`src/rtl/ov7670_capture.sv`:
```
// ov7670_capture: turns the OV7670 RGB565 byte stream into RGB888 pixels.
// Each pixel is tagged with the linear frame-buffer address y*H_ACTIVE+x.
// A small valid/ready FIFO decouples the output; overflowing pixels are dropped.
// Optional build macro CAPTURE_TESTPATTERN_EN replaces the camera data with
// 8 vertical colour bars selected by x[9:7].
module ov7670_capture #(
  parameter int unsigned H_ACTIVE   = 640,
  parameter int unsigned V_ACTIVE   = 480,
  parameter int unsigned ADDR_W     = 19,
  parameter int unsigned FIFO_DEPTH = 4
) (
  input  logic              i_clk,
  input  logic              i_rst_n,
  input  logic              i_vsync,
  input  logic              i_href,
  input  logic [7:0]        i_data,
  output logic [23:0]       o_pixel,
  output logic [ADDR_W-1:0] o_addr,
  output logic              o_valid,
  input  logic              i_ready,
  output logic              o_frame_start,
  output logic              o_frame_done,
  output logic              o_overflow
);

  localparam int unsigned X_W   = $clog2(H_ACTIVE + 1);
  localparam int unsigned Y_W   = $clog2(V_ACTIVE + 1);
  localparam int unsigned PTR_W = $clog2(FIFO_DEPTH);
  localparam int unsigned CNT_W = PTR_W + 1;
  localparam int unsigned ENT_W = 24 + ADDR_W;

  localparam logic [X_W-1:0]    X_MAX  = X_W'(H_ACTIVE);
  localparam logic [Y_W-1:0]    Y_MAX  = Y_W'(V_ACTIVE);
  localparam logic [ADDR_W-1:0] H_STEP = ADDR_W'(H_ACTIVE);
  localparam logic [CNT_W-1:0]  C_FULL = CNT_W'(FIFO_DEPTH);

  typedef enum logic [1:0] {
    ST_SYNC        = 2'd0,
    ST_WAIT_VS_LOW = 2'd1,
    ST_ACTIVE      = 2'd2
  } state_t;

  state_t r_state;
  state_t w_state_next;

  logic r_vs, r_hr, r_vs_d, r_hr_d;
  logic [7:0] r_d;
  logic w_vs_rise, w_vs_fall, w_hr_fall;

  logic w_frame_start_c, w_frame_done_c, w_capture_c;
  logic r_frame_start, r_frame_done, r_overflow;

  logic              r_phase;
  logic [7:0]        r_hi;
  logic [X_W-1:0]    r_x;
  logic [Y_W-1:0]    r_y;
  logic [ADDR_W-1:0] r_addr;
  logic [ADDR_W-1:0] r_line_base;
  logic [ADDR_W-1:0] w_next_base;
  logic              w_form, w_emit;
  logic [23:0]       w_pixel;

  logic [ENT_W-1:0] r_mem [FIFO_DEPTH];
  logic [PTR_W-1:0] r_wr, r_rd;
  logic [CNT_W-1:0] r_count;
  logic [CNT_W-1:0] w_count_next;
  logic             r_valid;
  logic             w_full, w_push, w_pop, w_drop;

  // Register camera pins once, keep a second copy for edge detection
  always_ff @(posedge i_clk or negedge i_rst_n) begin
    if (!i_rst_n) begin
      r_vs   <= 1'b0;
      r_hr   <= 1'b0;
      r_d    <= 8'd0;
      r_vs_d <= 1'b0;
      r_hr_d <= 1'b0;
    end else begin
      r_vs   <= i_vsync;
      r_hr   <= i_href;
      r_d    <= i_data;
      r_vs_d <= r_vs;
      r_hr_d <= r_hr;
    end
  end

  assign w_vs_rise = r_vs & ~r_vs_d;
  assign w_vs_fall = ~r_vs & r_vs_d;
  assign w_hr_fall = ~r_hr & r_hr_d;

  // FSM state register
  always_ff @(posedge i_clk or negedge i_rst_n) begin
    if (!i_rst_n) r_state <= ST_SYNC;
    else          r_state <= w_state_next;
  end

  // FSM next state: only whole frames (seen from a VSYNC rise) are captured
  always_comb begin
    w_state_next = r_state;
    case (r_state)
      ST_SYNC:        if (w_vs_rise) w_state_next = ST_WAIT_VS_LOW;
      ST_WAIT_VS_LOW: if (w_vs_fall) w_state_next = ST_ACTIVE;
      ST_ACTIVE:      if (w_vs_rise) w_state_next = ST_WAIT_VS_LOW;
      default:        w_state_next = ST_SYNC;
    endcase
  end

  // FSM outputs: frame markers and capture enable
  always_comb begin
    w_frame_start_c = 1'b0;
    w_frame_done_c  = 1'b0;
    w_capture_c     = 1'b0;
    case (r_state)
      ST_WAIT_VS_LOW: w_frame_start_c = w_vs_fall;
      ST_ACTIVE: begin
        w_capture_c    = 1'b1;
        w_frame_done_c = w_vs_rise;
      end
      default: ;
    endcase
  end

  assign w_form      = w_capture_c & r_hr & r_phase;
  assign w_emit      = w_form & (r_x < X_MAX) & (r_y < Y_MAX);
  assign w_next_base = r_line_base + H_STEP;

`ifdef CAPTURE_TESTPATTERN_EN
  logic [9:0] w_xb;
  logic [2:0] w_bar;
  assign w_xb    = 10'(r_x);
  assign w_bar   = w_xb[9:7];
  assign w_pixel = {{8{w_bar[2]}}, {8{w_bar[1]}}, {8{w_bar[0]}}};
`else
  logic [15:0] w_rgb565;
  assign w_rgb565 = {r_hi, r_d};
  assign w_pixel  = {w_rgb565[15:11], w_rgb565[15:13],
                     w_rgb565[10:5],  w_rgb565[10:9],
                     w_rgb565[4:0],   w_rgb565[4:2]};
`endif

  // Byte pairing, x/y position and running address with line base
  always_ff @(posedge i_clk or negedge i_rst_n) begin
    if (!i_rst_n) begin
      r_phase     <= 1'b0;
      r_hi        <= 8'd0;
      r_x         <= '0;
      r_y         <= '0;
      r_addr      <= '0;
      r_line_base <= '0;
    end else if (w_frame_start_c) begin
      r_phase     <= 1'b0;
      r_x         <= '0;
      r_y         <= '0;
      r_addr      <= '0;
      r_line_base <= '0;
    end else if (w_capture_c) begin
      if (!r_hr) begin
        r_phase <= 1'b0;
        if (w_hr_fall && (r_x != '0)) begin
          r_x <= '0;
          if (r_y < Y_MAX) begin
            r_y         <= r_y + Y_W'(1);
            r_line_base <= w_next_base;
            r_addr      <= w_next_base;
          end
        end
      end else begin
        r_phase <= ~r_phase;
        if (!r_phase) begin
          r_hi <= r_d;
        end else begin
          if (r_x < X_MAX) r_x <= r_x + X_W'(1);
          if (w_emit)      r_addr <= r_addr + ADDR_W'(1);
        end
      end
    end
  end

  assign w_pop        = r_valid & i_ready;
  assign w_full       = (r_count == C_FULL);
  assign w_push       = w_emit & (~w_full | w_pop);
  assign w_drop       = w_emit & w_full & ~w_pop;
  assign w_count_next = r_count + CNT_W'(w_push) - CNT_W'(w_pop);

  // Output FIFO storage and pointers; only reset flushes it
  always_ff @(posedge i_clk or negedge i_rst_n) begin
    if (!i_rst_n) begin
      for (int i = 0; i < FIFO_DEPTH; i++) r_mem[i] <= '0;
      r_wr    <= '0;
      r_rd    <= '0;
      r_count <= '0;
      r_valid <= 1'b0;
    end else begin
      if (w_push) begin
        r_mem[r_wr] <= {w_pixel, r_addr};
        r_wr        <= r_wr + PTR_W'(1);
      end
      if (w_pop) r_rd <= r_rd + PTR_W'(1);
      r_count <= w_count_next;
      r_valid <= (w_count_next != '0);
    end
  end

  // Frame pulses and sticky per-frame overflow flag
  always_ff @(posedge i_clk or negedge i_rst_n) begin
    if (!i_rst_n) begin
      r_frame_start <= 1'b0;
      r_frame_done  <= 1'b0;
      r_overflow    <= 1'b0;
    end else begin
      r_frame_start <= w_frame_start_c;
      r_frame_done  <= w_frame_done_c;
      if (w_frame_start_c) r_overflow <= 1'b0;
      else if (w_drop)     r_overflow <= 1'b1;
    end
  end

  assign {o_pixel, o_addr} = r_mem[r_rd];
  assign o_valid           = r_valid;
  assign o_frame_start     = r_frame_start;
  assign o_frame_done      = r_frame_done;
  assign o_overflow        = r_overflow;

endmodule

```
`config.mk`:
```
export PLATFORM = sky130hd
export DESIGN_NAME = ov7670_capture
export DESIGN_NICKNAME = d
export VERILOG_FILES = /design/src/rtl/ov7670_capture.sv
export SDC_FILE = /design/constraint.sdc
export NUM_CORES = 1
export LEC_CHECK = 0
export ABC_AREA = 1
export BUFFER_PORTS_ARGS = -buffer_cell sky130_fd_sc_hd__buf_2
export CAP_MARGIN = 15
export CORE_ASPECT_RATIO = 0.6
export CORE_MARGIN = 2
export CORE_UTILIZATION = 35
export CTS_CLUSTER_DIAMETER = 120
export DETAILED_ROUTE_END_ITERATION = 12
export PLACE_DENSITY = 0.5
export SLEW_MARGIN = 10
export SYNTH_ARGS = -nofsm -noshare
export SYNTH_HDL_FRONTEND = slang
export SYNTH_SLANG_ARGS = --single-unit
```
`constraint.sdc`:
```
create_clock -name i_clk -period 2.7 [get_ports i_clk]
set_input_delay 0.54 -clock i_clk [delete_from_list [all_inputs] [get_ports i_clk]]
set_output_delay 0.54 -clock i_clk [all_outputs]
set_load 0.05 [all_outputs]
```
==> out/qor.yml, run 1 <==
status: "completed"
seq_power_share_pct: 34.6
wl_met1_mm: 16.7
crit_type: "reg2out"
hold_path.class: "in2reg"
post_dp_cell_area_mm2: 0.0117
ys_warn_count: 0
grt_pass1_wl_mm: 49.1
clkTransAtPathRegs_ns: 0.06
grt-ovfl-total: 0
maxCapViolCount: 0
seq_area_mm2: 0.00561
drt_iter0_drc: 709
htreeDepth: 1
cp_data_required_time_ns: 2.16
critical_path.max_fanout: 24
rsz0062_at_grt: "no"
layout_common_cells: "401 x nand2_1, 221 x dfrtp_1, 153 x o21ai_0"
grt_max_degree: 71
multiInputGateArea_mm2: 0.00476
synth_top_area_share_pct: 50.8
wirelength_mm: 30.5
wl_per_cell_um: 16.9
synth_top_area_cell: "dfrtp_1"
clock_power_share_pct: 26.9
ir_worst_vdd_mv: 0.718
total_power_w: 0.0125
die_h_um: 142
antenna_found_initial: 0
drive_gt1_share_pct: 11.3
synth_cell_type_count: 40
die_area_mm2: 0.0330
worstPathArrival_ns: 2.04
ios: 60
met2WireLength_mm: 12.0
hold_viol: 0
worst_setup_path_start_kind: "flop"
numClockSinks: 224
final_util_pct: 40.6
comb_power_share_pct: 38.5
drc: 0
portBuffers: 59
wl_met3_mm: 1.38
finalSetupViolCount: 0
seq_area_frac_synth_pct: 50.8
synthAdderAreaFrac_pct: 1.43
max-slew-margin-rel_pct: 41.8
design_area_mm2: 0.0126
skew_ns: 0.0258
n_antenna_cell: 0
initial_utilization_pct: 35.5
power_leakage_nw: 6.18
pre_cts_ws_ns: 0.0349
end_kind: "output pin"
grt_usage_pct: 19.0
finalCritPeriodShare_pct: 95.6
dr.pass1.iters: 5
layout_min_cycle_time_ns: 2.58
switching_share_pct: 43.4
syn_to_final_growth_pct: 14.2
core_area_mm2: 0.0311
cts_tree: "built"
worst_slew_pin_slew_ns: 0.873
first_global_vias: 8424
synth_area_mm2: 0.0110
die_w_um: 233
rows: 50
synthXorXnorAreaFrac_pct: 1.27
p_int_w: 0.00708
layout_setup_ws_ns: 0.118
synth_simple_gate_area_share_pct: 24.2
ys_top_cells_by_area: "dfrtp_1 51%, nand2_1 14%, o21ai_0 6.9%"
p_per_area_mw_per_mm2: 992
syn-num-nets: 1361
synth-seq-cells: 224
hold_ws_ns: 0.105
p_sw_w: 0.00542
max_freq_mhz: 387
top_layer_used: "met4"
root_buffer: "clkbuf_16"
vias_per_cell: 4.97
final_common_cell: "nand2_1"
synth_top_family_by_area: "simple AND/OR/NAND/NOR gates"
antenna_left: 0
avgSynthCellArea_um2: 8.26
synth_compound_area_share_pct: 15.8
cts_buffers: 24
drv_slew: 0
clkLatencyLatePin_ns: 0.54
dpl.hpwl_mm: 19.4
syn_inst: 1336
synthMuxAreaShare_pct: 0
fillers: 3138
fin_nets: 1395
num_vias: 8972
cts_buffer_depth: 3
place_congestion: 0.815
-- area by class of cell --
type	instances	area share (%)
inverters	71	2.11
clock inverters	6	0.546
well taps	416	4.13
flip-flops and latches	224	44.5
multi-input cells	959	37.8
repair buffers	90	5.14
clock buffers	38	5.82
-- kinds of logic after synthesis --
logic type | Yosys count
adders and majority gates | 12
and+or+nand+nor | 635
xor gates and xnor gates | 16
DFF | 224
buffers and inverters | 154
AOI/OAI and AO/OA | 295
-- per-layer routing --
metal / global-route usage, % / vias to the layer above
li1: - / 4462
met1: 31.5 / 4301
met2: 25.6 / 180
met3: 3.01 / 29
met4: 3.29 / 0
met5: 0 / -
-- critical path: stages, from the launching register on --
cell      delay [ns]
dfrtp_2         0.44
inv_2           0.10
buf_4           0.28
o21ai_0         0.15
o22ai_1         0.22
clkbuf_4        0.29
-- sequential cells by signal (all words and copies together), names as in the netlist --
name / cells
r_hr_d: 1
r_line_base: 12
o_valid: 1
r_d: 8
r_count: 3
r_phase: 1
r_vs_d: 1
r_rd: 2
r_hi: 8
o_frame_start: 1
o_frame_done: 1
r_state: 2
r_addr: 19
r_hr: 1
r_y: 9
o_overflow: 1
r_x: 10
r_mem: 140
r_vs: 1
r_wr: 2
-- cell usage after synthesis, drive strengths merged --
library cell and n:
inv 70, nor3 8, dfrtp 224, buf 43, or2 1, nand3 46, fa 1, nand2 404
a31oi 1, o22ai 35, nor3b 2, xor2 15, ha 11, o21a 80, clkinv 1, a21oi 4
and2 1, o31ai 2, nor2 144, o21bai 3, a21o 2, or3 1, nand4 22, clkbuf 40
nand3b 3, nor4 3, o21ai 168, xnor2 1
-- repair_timing --
action / in CTS / in global routing
pin swaps: 0 / 3
endpoints found under the hold margin: 6 / 0
hold buffers: 1 / 0
endpoints found under the setup margin: 3 / 7
resized for setup: 1 / 9
buffers inserted: 0 / 2
cloned: 0 / 1
-- path summary, 6_finish.rpt --
check | start | to | slack (ns) | cells past startpoint
hold / removal | i_data[4] | r_d[4]$_DFF_PN0_ | 0.11 | 1
setup reg to reg | r_state[0]$_DFFE_PN0P_ | o_valid$_DFF_PN0_ | 0.18 | 11
min in group asynchronous | i_rst_n | r_addr[14]$_DFFE_PN0P_ | 0.59 | 2
max in group asynchronous | i_rst_n | r_mem[147]$_DFFE_PN0P_ | 1.34 | 3
setup / recovery | r_rd[0]$_DFFE_PN0N_ | o_addr[4] | 0.12 | 5
hold reg to reg | r_vs$_DFF_PN0_ | r_vs_d$_DFF_PN0_ | 0.38 | 0
-- metrics by stage --
stage                     cells  TNS [ns]
after global routing       1804         0
after global placement     1756         0
after CTS                  1801   -0.0725
after detailed placement   1756         0
final                      1804         0
after floorplan            1336  -0.00222
-- power by group through the flow --
stage          combinational (W)  clock (W)  sequential [W]
2_1_floorplan            0.00361          0         0.00416
3_3_place_gp             0.00478          0         0.00437
3_5_place_dp             0.00478          0         0.00438
4_1_cts                  0.00480    0.00347         0.00432
5_1_grt                  0.00523    0.00362         0.00440
6_report                 0.00481    0.00337         0.00433
Power figures use the tool's default switching activity.
==> run 2, diff against run 1 <==
--- a/config.mk
+++ b/config.mk
@@ -9,11 +9,10 @@
 export BUFFER_PORTS_ARGS = -buffer_cell sky130_fd_sc_hd__buf_2
 export CAP_MARGIN = 15
 export CORE_ASPECT_RATIO = 0.6
-export CORE_MARGIN = 2
-export CORE_UTILIZATION = 35
+export CORE_UTILIZATION = 47
 export CTS_CLUSTER_DIAMETER = 120
 export DETAILED_ROUTE_END_ITERATION = 12
-export PLACE_DENSITY = 0.5
+export PLACE_DENSITY = 0.64
 export SLEW_MARGIN = 10
 export SYNTH_ARGS = -nofsm -noshare
 export SYNTH_HDL_FRONTEND = slang
==> run 2 against run 1 <==
  * Sequential power about the same
  * Core utilization up 13 points
  * Routed wire length down 8.0%
  * Count of clock-buffer cells in the layout down 3
  * First-iteration DRC count up 3.9%
  * Register-to-register slack about the same
  * Global-route usage up 5.3 points
  * Sequential share of layout area up 0.98 points
  * Flip-flop and latch count unchanged
  * Critical path type unchanged
  * Largest cell class unchanged
  * Largest power group unchanged
==> out/qor.yml, run 2 (synthesis results as in run 1) <==
dpl.hpwl_mm: 17.9  # was 19.4 mm
drv_slew: 0  # unchanged
skew_ns: 0.0162  # was 0.0258 ns
cp_slowest_cell: "dfrtp_2"  # unchanged
final_util_pct: 53.4  # was 40.6%
drc: 0  # unchanged
hold_path.class: "in2reg"  # unchanged
power_leakage_nw: 6.10  # was 6.18 nW
regMostFlops: "r_mem"  # unchanged
r2r_start: "r_state[0]$_DFFE_PN0P_"  # unchanged
die_w_um: 200  # was 233 µm
cts_buffer_depth: 3  # unchanged
worst_setup_path_start_kind: "flop"  # unchanged
crit_start: "r_rd[0]$_DFFE_PN0N_"  # unchanged
hold_start: "i_data[0]"  # was i_data[4]
crit_type: "reg2out"  # unchanged
layout_setup_ws_ns: 0.0613  # was 0.118 ns
max_freq_mhz: 379  # was 387 MHz
fin_nets: 1386  # was 1395
finalCritPeriodShare_pct: 97.7  # was 95.6%
initial_utilization_pct: 47.8  # was 35.5%
cts_buffers: 22  # was 24
portBuffers: 59  # unchanged
clkTransAtPathRegs_ns: 0.07  # was 0.06 ns
critPathMaxStageDelay_ns: 0.43  # was 0.44 ns
largest_reg_flops: 140  # unchanged
htreeDepth: 1  # unchanged
drt_iter0_drc: 737  # was 709
layout_common_cells: "401 x nand2_1, 221 x dfrtp_1, 153 x o21ai_0"  # unchanged
rsz0062_at_grt: "no"  # unchanged
numClockSinks: 224  # unchanged
pre_cts_ws_ns: 0.0777  # was 0.0349 ns
first_global_vias: 8443  # was 8424
antenna_found_initial: 0  # unchanged
p_int_w: 0.00688  # was 0.00708 W
end_kind: "output pin"  # unchanged
clkLatencyLatePin_ns: 0.53  # was 0.54 ns
largestRegisters: "r_mem: 140 flops, r_addr: 19 flops, r_line_base: 12 flops"  # unchanged
grt-ovfl-total: 0  # unchanged
root_buffer: "clkbuf_16"  # unchanged
path_buf_inv: 3  # unchanged
syn_to_final_growth_pct: 11.8  # was 14.2%
switching_share_pct: 43.6  # was 43.4%
vias_per_cell: 5.39  # was 4.97
grt_pass1_wl_mm: 45.9  # was 49.1 mm
die_area_mm2: 0.0241  # was 0.0330 mm²
die_h_um: 121  # was 142 µm
maxCapViolCount: 0  # unchanged
worstPathArrival_ns: 2.10  # was 2.04 ns
core_area_mm2: 0.0231  # was 0.0311 mm²
finalSetupViolCount: 0  # unchanged
drive_gt1_share_pct: 10.5  # was 11.3%
wl_per_cell_um: 16.6  # was 16.9 µm
crit_family: "buffers and inverters"  # unchanged
fillers: 2166  # was 3138
final_common_cell: "nand2_1"  # unchanged
grt_usage_pct: 24.3  # was 19.0%
dr.pass1.iters: 5  # unchanged
max-slew-margin-rel_pct: 43.1  # was 41.8%
place_congestion: 0.840  # was 0.815
p_sw_w: 0.00533  # was 0.00542 W
worst_slew_pin_slew_ns: 0.854  # was 0.873 ns
critical_path.max_fanout: 50  # was 24
cts_tree: "built"  # unchanged
cp_data_required_time_ns: 2.16  # about the same
comb_power_share_pct: 38.9  # was 38.5%
num_vias: 9113  # was 8972
hold_viol: 0  # unchanged
status: "completed"  # unchanged
n_antenna_cell: 0  # unchanged
grt_max_degree: 83  # was 71
hold_ws_ns: 0.113  # was 0.105 ns
p_per_area_mw_per_mm2: 989  # was 992 mW/mm²
crit_chain: "inv_2 > buf_12 > o21ai_0 > o22ai_1 > buf_2"  # was inv_2 > buf_4 > o21ai_0 > o22ai_1 > clkbuf_4
antenna_left: 0  # unchanged
ir_worst_vdd_mv: 0.632  # was 0.718 mV
layout_min_cycle_time_ns: 2.64  # was 2.58 ns
clock_power_share_pct: 25.7  # was 26.9%
rows: 43  # was 50
wirelength_mm: 28.1  # was 30.5 mm
seq_power_share_pct: 35.5  # was 34.6%
ios: 60  # unchanged
total_power_w: 0.0122  # was 0.0125 W
-- run 2: changes by cell type in the layout (fill, tap and decap cells not counted), sizes merged --
cell / change
buf: -3
nand2: -1
clkinv: -2
inv: -1
clkbuf: -6
clkinvlp: +1
-- run 2: per-stage QoR --
step | cell area, µm² | std cells | setup TNS [ns]
3_5_place_dp | 11500 | 1648 | 0
5_1_grt | 12300 | 1691 | 0
4_1_cts | 12300 | 1688 | 0
3_3_place_gp | 11500 | 1648 | 0
2_1_floorplan | 11100 | 1336 | -0.00222
6_report | 12300 | 1691 | 0
-- run 2: path summary, 6_finish.rpt --
path | slack [ns] | cells past startpoint | endpoint
max reg2reg | 0.18 | 11 | o_valid$_DFF_PN0_
min | 0.11 | 1 | r_d[0]$_DFF_PN0_
min reg2reg | 0.38 | 0 | r_vs_d$_DFF_PN0_
min in group asynchronous | 0.54 | 2 | r_mem[146]$_DFFE_PN0P_
max | 0.06 | 5 | o_addr[3]
max in group asynchronous | 1.38 | 3 | r_mem[119]$_DFFE_PN0P_
-- run 2: per-layer routing --
layer	GRT usage, %	up-vias	part of all wire [%]
li1	-	4416	-
met1	39.5	4427	53
met2	33.2	249	40
met3	4.94	21	6.7
met4	3.86	0	0.99
met5	0	-	0
-- run 2: cell type report --
class	instances	area [µm²]	share of cell area (%)
multi-input combinational	958	4740	38.5
tap	315	394	3.20
clock buffer	35	669	5.43
inverter	71	270	2.19
timing repair buffer	84	589	4.78
clock inverter	4	58.8	0.477
sequential	224	5610	45.5
-- run 2: timing repair --
action,4_1_cts,5_1_grt
resized for setup,3,2
hold buffers,1,0
pin swaps,0,2
setup buffers,0,3
setup endpoints to repair,3,2
endpoints found under the hold margin,48,0
-- run 2: power groups by stage --
stage	clock [W]	sequential (W)	combinational, W
after floorplan	0	0.00416	0.00361
after global placement	0	0.00435	0.00467
after global routing	0.00334	0.00439	0.00513
after detailed placement	0	0.00436	0.00471
after CTS	0.00320	0.00431	0.00474
final	0.00314	0.00433	0.00474
==> run 3, diff against run 2 <==
--- a/config.mk
+++ b/config.mk
@@ -9,10 +9,12 @@
 export BUFFER_PORTS_ARGS = -buffer_cell sky130_fd_sc_hd__buf_2
 export CAP_MARGIN = 15
 export CORE_ASPECT_RATIO = 0.6
+export CORE_MARGIN = 10
 export CORE_UTILIZATION = 47
 export CTS_CLUSTER_DIAMETER = 120
 export DETAILED_ROUTE_END_ITERATION = 12
-export PLACE_DENSITY = 0.64
+export GPL_ROUTABILITY_DRIVEN = 0
+export PLACE_DENSITY_LB_ADDON = 0.2
 export SLEW_MARGIN = 10
 export SYNTH_ARGS = -nofsm -noshare
 export SYNTH_HDL_FRONTEND = slang
==> run 3 against run 2 <==
  * Critical path depth shrank 1
  * Hold slack gained 0.014 ns
  * Global-route usage shrank 5.6 points
  * Combinational power is essentially flat
  * Flip-flop and latch count is the same
  * Via count shrank 0.15%
  * Routed wire length grew 3.8%
  * First-iteration DRC count grew 23%
  * Final cell count grew 0.18%
  * Critical endpoint is now o_pixel[5]
  * Largest cell class unchanged
==> out/qor.yml, run 3 (synthesis results as in run 1) <==
hold_path.class: "in2reg"  # unchanged
die_area_mm2: 0.0302  # was 0.0241 mm²
initial_utilization_pct: 47.8  # unchanged
largest_reg_flops: 140  # unchanged
wl_per_cell_um: 17.2  # was 16.6 µm
fillers: 2155  # was 2166
critPathMaxStageDelay_ns: 0.39  # was 0.43 ns
drc: 0  # unchanged
status: "completed"  # unchanged
rows: 43  # unchanged
ios: 60  # unchanged
die_h_um: 139  # was 121 µm
regMostFlops: "r_mem"  # unchanged
grt_max_degree: 72  # was 83
max_freq_mhz: 384  # was 379 MHz
drive_gt1_share_pct: 10.8  # was 10.5%
reg2reg_to: "o_valid$_DFF_PN0_"  # unchanged
cp_slowest_cell: "dfrtp_1"  # was dfrtp_2
cp_data_required_time_ns: 2.16  # about the same
drv_slew: 0  # unchanged
finalCritPeriodShare_pct: 96.5  # was 97.7%
cts_tree: "built"  # unchanged
final_common_cell: "nand2_1"  # unchanged
ir_worst_vdd_mv: 0.728  # was 0.632 mV
skew_ns: 0.0194  # was 0.0162 ns
grt-ovfl-total: 0  # unchanged
r2r_start: "r_state[0]$_DFFE_PN0P_"  # unchanged
num_vias: 9099  # was 9113
hold_start: "i_vsync"  # was i_data[0]
p_sw_w: 0.00530  # was 0.00533 W
pre_cts_ws_ns: 0.0721  # was 0.0777 ns
layout_min_cycle_time_ns: 2.61  # was 2.64 ns
crit_type: "reg2out"  # unchanged
worst_slew_pin_slew_ns: 0.935  # was 0.854 ns
core_area_mm2: 0.0231  # unchanged
hold_end: "r_vs$_DFF_PN0_"  # was r_d[0]$_DFF_PN0_
cts_buffer_depth: 3  # unchanged
p_per_area_mw_per_mm2: 996  # was 989 mW/mm²
finalSetupViolCount: 0  # unchanged
clkLatencyLatePin_ns: 0.51  # was 0.53 ns
worstPathArrival_ns: 2.07  # was 2.10 ns
switching_share_pct: 42.9  # was 43.6%
total_power_w: 0.0123  # was 0.0122 W
syn_to_final_growth_pct: 12.2  # was 11.8%
maxCapViolCount: 0  # unchanged
crit_family: "buffers and inverters"  # unchanged
path_buf_inv: 2  # was 3
die_w_um: 218  # was 200 µm
hold_path_depth: 1  # unchanged
hold_viol: 0  # unchanged
end_kind: "output pin"  # unchanged
layout_common_cells: "401 x nand2_1, 221 x dfrtp_1, 153 x o21ai_0"  # unchanged
dr.pass1.iters: 8  # was 5
comb_power_share_pct: 38.3  # was 38.9%
max-slew-margin-rel_pct: 37.5  # was 43.1%
critical_path.max_fanout: 24  # was 50
fin_nets: 1388  # was 1386
root_buffer: "clkbuf_16"  # unchanged
reg2reg_slack_ns: 0.11  # was 0.18 ns
dpl.hpwl_mm: 18.2  # was 17.9 mm
grt_usage_pct: 18.7  # was 24.3%
largestRegisters: "r_mem: 140 flops, r_addr: 19 flops, r_line_base: 12 flops"  # unchanged
rsz0062_at_grt: "yes"  # was no
n_antenna_cell: 0  # unchanged
antenna_found_initial: 0  # unchanged
vias_per_cell: 5.37  # was 5.39
crit_chain: "buf_4 > o21ai_0 > o22ai_1 > buf_2"  # was inv_2 > buf_12 > o21ai_0 > o22ai_1 > buf_2
drt_iter0_drc: 910  # was 737
wirelength_mm: 29.1  # was 28.1 mm
numClockSinks: 224  # unchanged
cts_buffers: 22  # unchanged
seq_power_share_pct: 35.1  # was 35.5%
grt_pass1_wl_mm: 47.1  # was 45.9 mm
p_int_w: 0.00704  # was 0.00688 W
clock_power_share_pct: 26.6  # was 25.7%
layout_setup_ws_ns: 0.0949  # was 0.0613 ns
power_leakage_nw: 6.12  # was 6.10 nW
first_global_vias: 8673  # was 8443
htreeDepth: 1  # unchanged
rr_worst_depth: 11  # unchanged
clkTransAtPathRegs_ns: 0.07  # about the same
tns_ns: 0  # unchanged
antenna_left: 0  # unchanged
worst_setup_path_start_kind: "flop"  # unchanged
portBuffers: 59  # unchanged
## run 3: cell count changes in the layout (fill, tap and decap cells not counted), sizes merged
cell      previous run  this run
clkinvlp             2         1
nor2               144       146
clkinv               2         5
bufinv               1         3
clkbuf              36        33
## run 3: power groups by stage
stage                     combinational [W]  sequential (W)  clock (W)
after floorplan                     0.00361         0.00416          0
final                               0.00472         0.00433    0.00328
after detailed placement            0.00470         0.00437          0
after global routing                0.00513         0.00439    0.00350
after global placement              0.00469         0.00435          0
after CTS                           0.00471         0.00431    0.00334
## run 3: worst register-to-register path: stages, from the launching register on
cell,delay (ns)
dfrtp_2,0.45
nor2_4,0.15
nand2_1,0.10
nor2_4,0.13
and2_4,0.19
nand2_8,0.13
ha_4,0.30
inv_2,0.04
ha_4,0.15
fa_2,0.34
xor2_1,0.18
or3_1,0.31
## run 3: final cells by class
type                    count  area (µm²)  area share, %
multi-input cells         960        4770           38.5
well taps                 315         394           3.18
flip-flops and latches    224        5610           45.3
clock buffers              32         648           5.24
repair buffers             84         561           4.53
clock inverters             8         129           1.04
inverters                  71         268           2.16
## run 3: worst max path at each step
stage,start,end,cells after the start
2_1_floorplan,r_state[0]$_DFFE_PN0P_,o_valid$_DFF_PN0_,13
4_1_cts,r_rd[0]$_DFFE_PN0N_,o_addr[18],5
5_1_grt,r_rd[1]$_DFFE_PN0N_,o_pixel[5],4
3_5_place_dp,r_state[0]$_DFFE_PN0P_,o_valid$_DFF_PN0_,11
6_report,r_rd[1]$_DFFE_PN0N_,o_pixel[5],4
3_3_place_gp,r_state[0]$_DFFE_PN0P_,o_valid$_DFF_PN0_,11
## run 3: per-stage QoR
| step | hold slack (ns) | area [µm²] | instances | util [%] |
|---|---|---|---|---|
| 2_1_floorplan | 0.244 | 11100 | 1336 | - |
| 3_3_place_gp | 0.358 | 11500 | 1650 | 50.0 |
| 3_5_place_dp | 0.377 | 11500 | 1650 | 50.0 |
| 4_1_cts | 0.111 | 12300 | 1691 | 53.4 |
| 5_1_grt | 0.111 | 12400 | 1694 | 53.6 |
| 6_report | 0.127 | 12400 | 1694 | 53.6 |
## run 3: timing repair
action                                  4_1_cts  5_1_grt
gates resized for setup                       0        5
hold endpoints to repair                     43        0
hold buffers                                  1        0
endpoints found under the setup margin        0       46
buffers inserted                              0        1
## run 3: routing by layer
metal  wire [µm]  global-route usage, %  vias to the layer above
li1            -                      -                     4435
met1       14800                   29.2                     4354
met2       11900                   26.2                      283
met3        2050                   3.70                       27
met4         331                   3.13                        0
met5           0                      0                        -
